--- config.mk ---
export PLATFORM = sky130hd
export DESIGN_NAME = mino_frame_collector
export DESIGN_NICKNAME = d
export VERILOG_FILES = /design/src/rtl/mino_frame_collector.sv
export SDC_FILE = /design/constraint.sdc
export NUM_CORES = 1
export LEC_CHECK = 0
export CAP_MARGIN = 20
export CORE_MARGIN = 10
export CORE_UTILIZATION = 38
export CTS_CLUSTER_SIZE = 16
export DETAILED_ROUTE_END_ITERATION = 16
export PLACE_DENSITY_LB_ADDON = 0.08
export SLEW_MARGIN = 20
export SYNTH_ARGS = -nofsm -noshare
export SYNTH_HDL_FRONTEND = slang
export SYNTH_SLANG_ARGS = --single-unit
--- constraint.sdc ---
create_clock -name clk -period 2 [get_ports clk]
set_input_delay 0.6 -clock clk [delete_from_list [all_inputs] [get_ports clk]]
set_output_delay 0.6 -clock clk [all_outputs]
set_load 0.01 [all_outputs]
--- src/rtl/mino_frame_collector.sv ---
// mino_frame_collector
//
// Serial-to-frame front end for the minority detector. Packs every three
// accepted serial bits into a frame {x,y,z}, registers the frame together
// with its minority result, and presents it on a valid/ready output. Frames
// leaving the block are counted (wrapping) and minority frames are counted
// (saturating).
//
// Index FSM:
//   state | meaning
//   IDX0  | expecting x (first bit of a frame)
//   IDX1  | expecting y (x captured)
//   IDX2  | expecting z (x,y captured); z accept loads the output register
//
// Ports:
//   clk        in   system clock, rising edge
//   rst        in   asynchronous active-high reset
//   flush      in   synchronous; discards the partial frame
//   in_valid   in   in_bit is valid this cycle
//   in_bit     in   serial data bit
//   in_ready   out  bit is accepted this cycle (combinational on out_ready)
//   out_valid  out  held frame is valid
//   out_ready  in   downstream takes the held frame this cycle
//   out_xyz    out  held frame, [2]=x [1]=y [0]=z
//   out_mino   out  minority of the held frame
//   frame_cnt  out  frames transferred out, wraps
//   mino_cnt   out  transferred frames with out_mino=1, saturates

module mino_frame_collector #(
   parameter int CNT_W = 8
) (
   input  logic             clk,
   input  logic             rst,
   input  logic             flush,
   input  logic             in_valid,
   input  logic             in_bit,
   output logic             in_ready,
   output logic             out_valid,
   input  logic             out_ready,
   output logic [2:0]       out_xyz,
   output logic             out_mino,
   output logic [CNT_W-1:0] frame_cnt,
   output logic [CNT_W-1:0] mino_cnt
);

   typedef enum logic [1:0] {
      IDX0 = 2'd0,
      IDX1 = 2'd1,
      IDX2 = 2'd2
   } idx_t;

   localparam logic [CNT_W-1:0] CNT_MAX = '1;
   localparam logic [CNT_W-1:0] CNT_ONE = CNT_W'(1);

   idx_t idx;
   idx_t idx_nxt;

   logic accept;
   logic xfer;
   logic load;
   logic bit_x;
   logic bit_y;
   logic frame_mino;

   // state register
   always_ff @(posedge clk or posedge rst) begin
      if (rst) begin
         idx <= IDX0;
      end else begin
         idx <= idx_nxt;
      end
   end

   // next-state logic; flush wins over any accept in the same cycle
   always_comb begin
      idx_nxt = idx;
      if (flush) begin
         idx_nxt = IDX0;
      end else if (accept) begin
         case (idx)
            IDX0:    idx_nxt = IDX1;
            IDX1:    idx_nxt = IDX2;
            default: idx_nxt = IDX0;
         endcase
      end
   end

   // output / control logic
   // Only the z bit can stall: it needs the output register to be free or
   // draining on this same edge.
   always_comb begin
      in_ready = !((idx == IDX2) && out_valid && !out_ready);
      accept   = in_valid && in_ready;
      xfer     = out_valid && out_ready;
      load     = accept && (idx == IDX2) && !flush;
   end

   assign frame_mino = ~((bit_x & bit_y) | (bit_y & in_bit) | (bit_x & in_bit));

   // partial frame bits
   always_ff @(posedge clk or posedge rst) begin
      if (rst) begin
         bit_x <= 1'b0;
         bit_y <= 1'b0;
      end else if (flush) begin
         bit_x <= 1'b0;
         bit_y <= 1'b0;
      end else if (accept) begin
         if (idx == IDX0) bit_x <= in_bit;
         if (idx == IDX1) bit_y <= in_bit;
      end
   end

   // output register; a load on a transfer edge keeps out_valid high
   always_ff @(posedge clk or posedge rst) begin
      if (rst) begin
         out_valid <= 1'b0;
         out_xyz   <= 3'b000;
         out_mino  <= 1'b0;
      end else if (load) begin
         out_valid <= 1'b1;
         out_xyz   <= {bit_x, bit_y, in_bit};
         out_mino  <= frame_mino;
      end else if (xfer) begin
         out_valid <= 1'b0;
      end
   end

   // transfer counters; mino_cnt uses the minority of the frame leaving
   always_ff @(posedge clk or posedge rst) begin
      if (rst) begin
         frame_cnt <= '0;
         mino_cnt  <= '0;
      end else if (xfer) begin
         frame_cnt <= frame_cnt + CNT_ONE;
         if (out_mino && (mino_cnt != CNT_MAX)) begin
            mino_cnt <= mino_cnt + CNT_ONE;
         end
      end
   end

endmodule

# Word level (Yosys, flattened, before mapping)
# Cells that the tools add are included.
# word_totals
out_inout_bits,22
wordCells,48
inputBits,6
regBits,25
# classes
eq_ne,3
addsub,2
muxes,11
n_reduce_logical,18
bitwise_logic,6
# ops
operator,count
$add A8 B1 Y8 const B,2
$mux W1,8
$ne A8 B8 Y1 const B,1
$reduce_bool A2 Y1,4
$logic_and A1 B1 Y1,7
$reduce_and A2 Y1,3
$mux W2,2
$pmux W2 S2,1
$and A1 B1 Y1,3
$logic_not A1 Y1,3
$eq A2 B1 Y1 const B,1
$eq A2 B2 Y1 const B,1
$logic_not A2 Y1,1
$or A1 B1 Y1,2
$not A1 Y1,1

# Depth between registers and ports, before layout
# depth
word_depth,8
mapped_depth,4
mapped_depth_nobuf,4

# Least setup slack after synthesis
# No wires, ideal clock.
# synth_path
kind,input to output
startpoint,input port out_ready
endpoint,output port in_ready
t_arrival_ps,1151
path_stages,2
required_time_ps,1400
n_path_buf,0
slack_ps,249
path_cell_list,nand2b_1 -> or3b_4
# synth_via
elab_chain_len,3
# synth_lines
item,line_no,source
start: declaration,39,"input logic out_ready,"
$logic_not A1 Y1,92,in_ready = !((idx == IDX2) && out_valid && !out_ready);
$logic_and A1 B1 Y1,92,
$logic_not A1 Y1,92,
end: declaration,37,"output logic in_ready,"
# No other way between the ends.

# Final worst setup path
# Same ends and word-level chain as after synthesis.

==> impl_metrics.json <==
{
  "synth_cell_types": 32,
  "post-route-drc-count": 0,
  "diodes": 0,
  "num_rows": 20,
  "via_per_inst": 5.15,
  "synth_area_um2": 1180,
  "worstHoldPathType": "reg -> reg",
  "grt_max_degree": 26,
  "die_h_um": 75.7,
  "maxCapViolations": 0,
  "ios": 28,
  "crit_arrival_ps": 1340,
  "cts_max_path_buffers": 2,
  "endpoint_kind": "output pin",
  "place_inst": 169,
  "coreArea_um2": 3000,
  "antenna_found_initial": 0,
  "setup_viol": 0,
  "synthesis.nets": 105,
  "hpwl_um": 1880,
  "place_area_um2": 1580,
  "dieArea_um2": 5730,
  "grt_pass1_vias": 898,
  "drive_above_1_share_pct": 27.3,
  "fmaxAchievable_mhz": 516,
  "cts_tree": "done",
  "status": "finished clean",
  "avgSynthCellArea_um2": 12.2,
  "place.gp.congestion": 0.769,
  "multi_input_area_um2": 543,
  "drtAntennaViolNets": 0,
  "die_x_um": 75.7,
  "reg2regPathDepth": 6,
  "min_path_cells": 1,
  "nFillCells": 267,
  "cts_buffers": 3,
  "fin_cells": 176,
  "track_usage_pct": 9.38,
  "crit_fanout": 2,
  "critPathLaunchType": "primary input",
  "globalRoute.totalOverflow": 0,
  "clkSlewWorstSetupHoldPaths_ps": 140,
  "fin_crit_sh_pct": 96.8,
  "start_util_pct": 39.3,
  "clock-skew-final_ps": 12.5,
  "grt_setup_unrepaired": "false",
  "fin_crit_ps": 1940,
  "routedWlPerCell_um": 14.4,
  "power_density_nw_per_um2": 687,
  "vias": 907,
  "first_iter_violations": 48,
  "drt-total-wl_um": 2530,
  "p_leak_nw": 0.752,
  "r2r_slack_ps": 470,
  "synth_warnings": 0,
  "synth_seq_area_share_pct": 53.0,
  "fin_hold_ws_ps": 484,
  "ir_worst_vdd_v": 0.000581,
  "netlist_instances": 97,
  "cts_root_buffer": "clkbuf_4",
  "area_delta_synth_final_pct": 39.3,
  "critical_path_class": "in -> out",
  "cts_sinks": 25,
  "nets": 152,
  "worstMarginPinSlew_ps": 371,
  "portBuffers": 27,
  "relSlewSlack_pct": 75.2,
  "cp_data_required_time_ps": 1400,
  "htreeDepth": 1,
  "fin_area_um2": 1640,
  "seq_area_um2": 631,
  "finalMaxSlewViolations": 0,
  "ys_ff_latch": 25,
  "drtPass1Iterations": 4,
  "finalHoldViolCount": 0,
  "grt_pass1_wl_um": 4170,
  "insertion_delay_ps": 320
}
## worst paths after layout
path / startpoint / end
max in group asynchronous: rst / mino_cnt[2]
max: out_ready / in_ready
min reg2reg: frame_cnt[7] / frame_cnt[7]
min in group asynchronous: rst / frame_cnt[6]
max reg2reg: out_valid / mino_cnt[4]
min: frame_cnt[7] / frame_cnt[7]
## sequential cells by signal, summed over array words and instances (netlist names)
register,flops
bit_x,1
bit_y,1
frame_cnt,8
idx,2
mino_cnt,8
out_mino,1
out_valid,1
out_xyz,3
## where the power goes
group          internal, W  total, W  switching [W]
logic             0.000165  0.000274       0.000109
clock network    0.0000780  0.000227       0.000149
registers         0.000565  0.000630      0.0000645
total             0.000808   0.00113       0.000322
## layout make-up
class	count	share of cell area, %
clock buffers	4	1.60
flip-flops and latches	25	38.4
repair buffers	42	23.4
multi-input cells	67	33.0
inverters	5	1.14
well taps	33	2.51
## logic make-up (layout without fill, tap and decap cells)
family	count (synthesis)	count (layout)	share of synthesized area, %
flip-flops	25	25	53.0
buffers and inverters	5	51	1.59
multiplexers	11	11	10.1
XOR/XNOR	10	10	7.42
adder cells (fa/ha/maj)	3	3	2.97
AND/OR/NAND/NOR	34	34	17.4
AO/OA/AOI/OAI	9	9	7.53
## layer usage
metal | wire (µm) | up-vias | track usage [%]
li1 | - | 442 | -
met1 | 1040 | 442 | 10.8
met2 | 1270 | 21 | 15.2
met3 | 198 | 2 | 4.30
met4 | 19 | 0 | 2.68
met5 | 0 | - | 0
## Yosys cell counts
master / number / area (µm²)
and4_1: 1 / 8.76
a41oi_1: 1 / 8.76
nor3b_1: 1 / 7.51
nand2_1: 7 / 26.3
and3_2: 1 / 7.51
nand3_1: 5 / 25.0
a211oi_1: 2 / 15.0
a311oi_2: 1 / 15.0
and3_1: 2 / 12.5
and4bb_2: 1 / 12.5
inv_1: 5 / 18.8
mux2_1: 1 / 11.3
xor2_1: 1 / 8.76
or3b_4: 1 / 11.3
nor4_2: 1 / 12.5
and4_2: 1 / 10.0
nand4_1: 3 / 18.8
nand3_2: 1 / 10.0
o21ai_0: 1 / 5.00
nand2b_1: 1 / 6.26
a21o_1: 1 / 7.51
a21oi_1: 2 / 10.0
ha_1: 2 / 25.0
nor2_1: 5 / 18.8
dfrtp_1: 25 / 626
xnor2_1: 9 / 78.8
nand3b_1: 1 / 7.51
nor3_1: 2 / 10.0
maj3_1: 1 / 10.0
mux2i_1: 4 / 40.0
a2111oi_4: 1 / 27.5
mux2_2: 6 / 67.6
## critical path: stages
cell and delay [ps]:
buf_2 100, nand2b_4 130, or3b_4 370, buf_6 130
## layout by cell type (no fill, tap or decap), types with 4 or more instances in the layout
cell and instances:
clkdlybuf4s50_1 23, buf_4 15, dfrtp_1 21, mux2i_1 4
inv_1 5, nand2_1 7, nor2_1 5, dfrtp_2 4
xnor2_1 9, nand3_1 5, mux2_2 6
## repair_timing
action                                  4_1_cts  5_1_grt
endpoints found under the setup margin        2        8
gates resized for setup                      10        6
hold buffers                                  0        0
cloned                                        0        0
setup buffers                                 1        3
pin swaps                                     1        1
endpoints found under the hold margin         0        0
## metrics by stage
stage / TNS, ps / setup slack [ps] / total power, W / util (%)
5_1_grt: 0 / 1.70 / 0.00121 / 54.8
6_report: 0 / 63.1 / 0.00113 / 54.8
3_5_place_dp: -1020 / -653 / 0.000911 / 52.7
3_3_place_gp: -973 / -640 / 0.000904 / 52.7
2_1_floorplan: 0 / 249 / 0.000743 / -
4_1_cts: 0 / 12.5 / 0.00114 / 53.9
(Power assumes the default switching activity.)
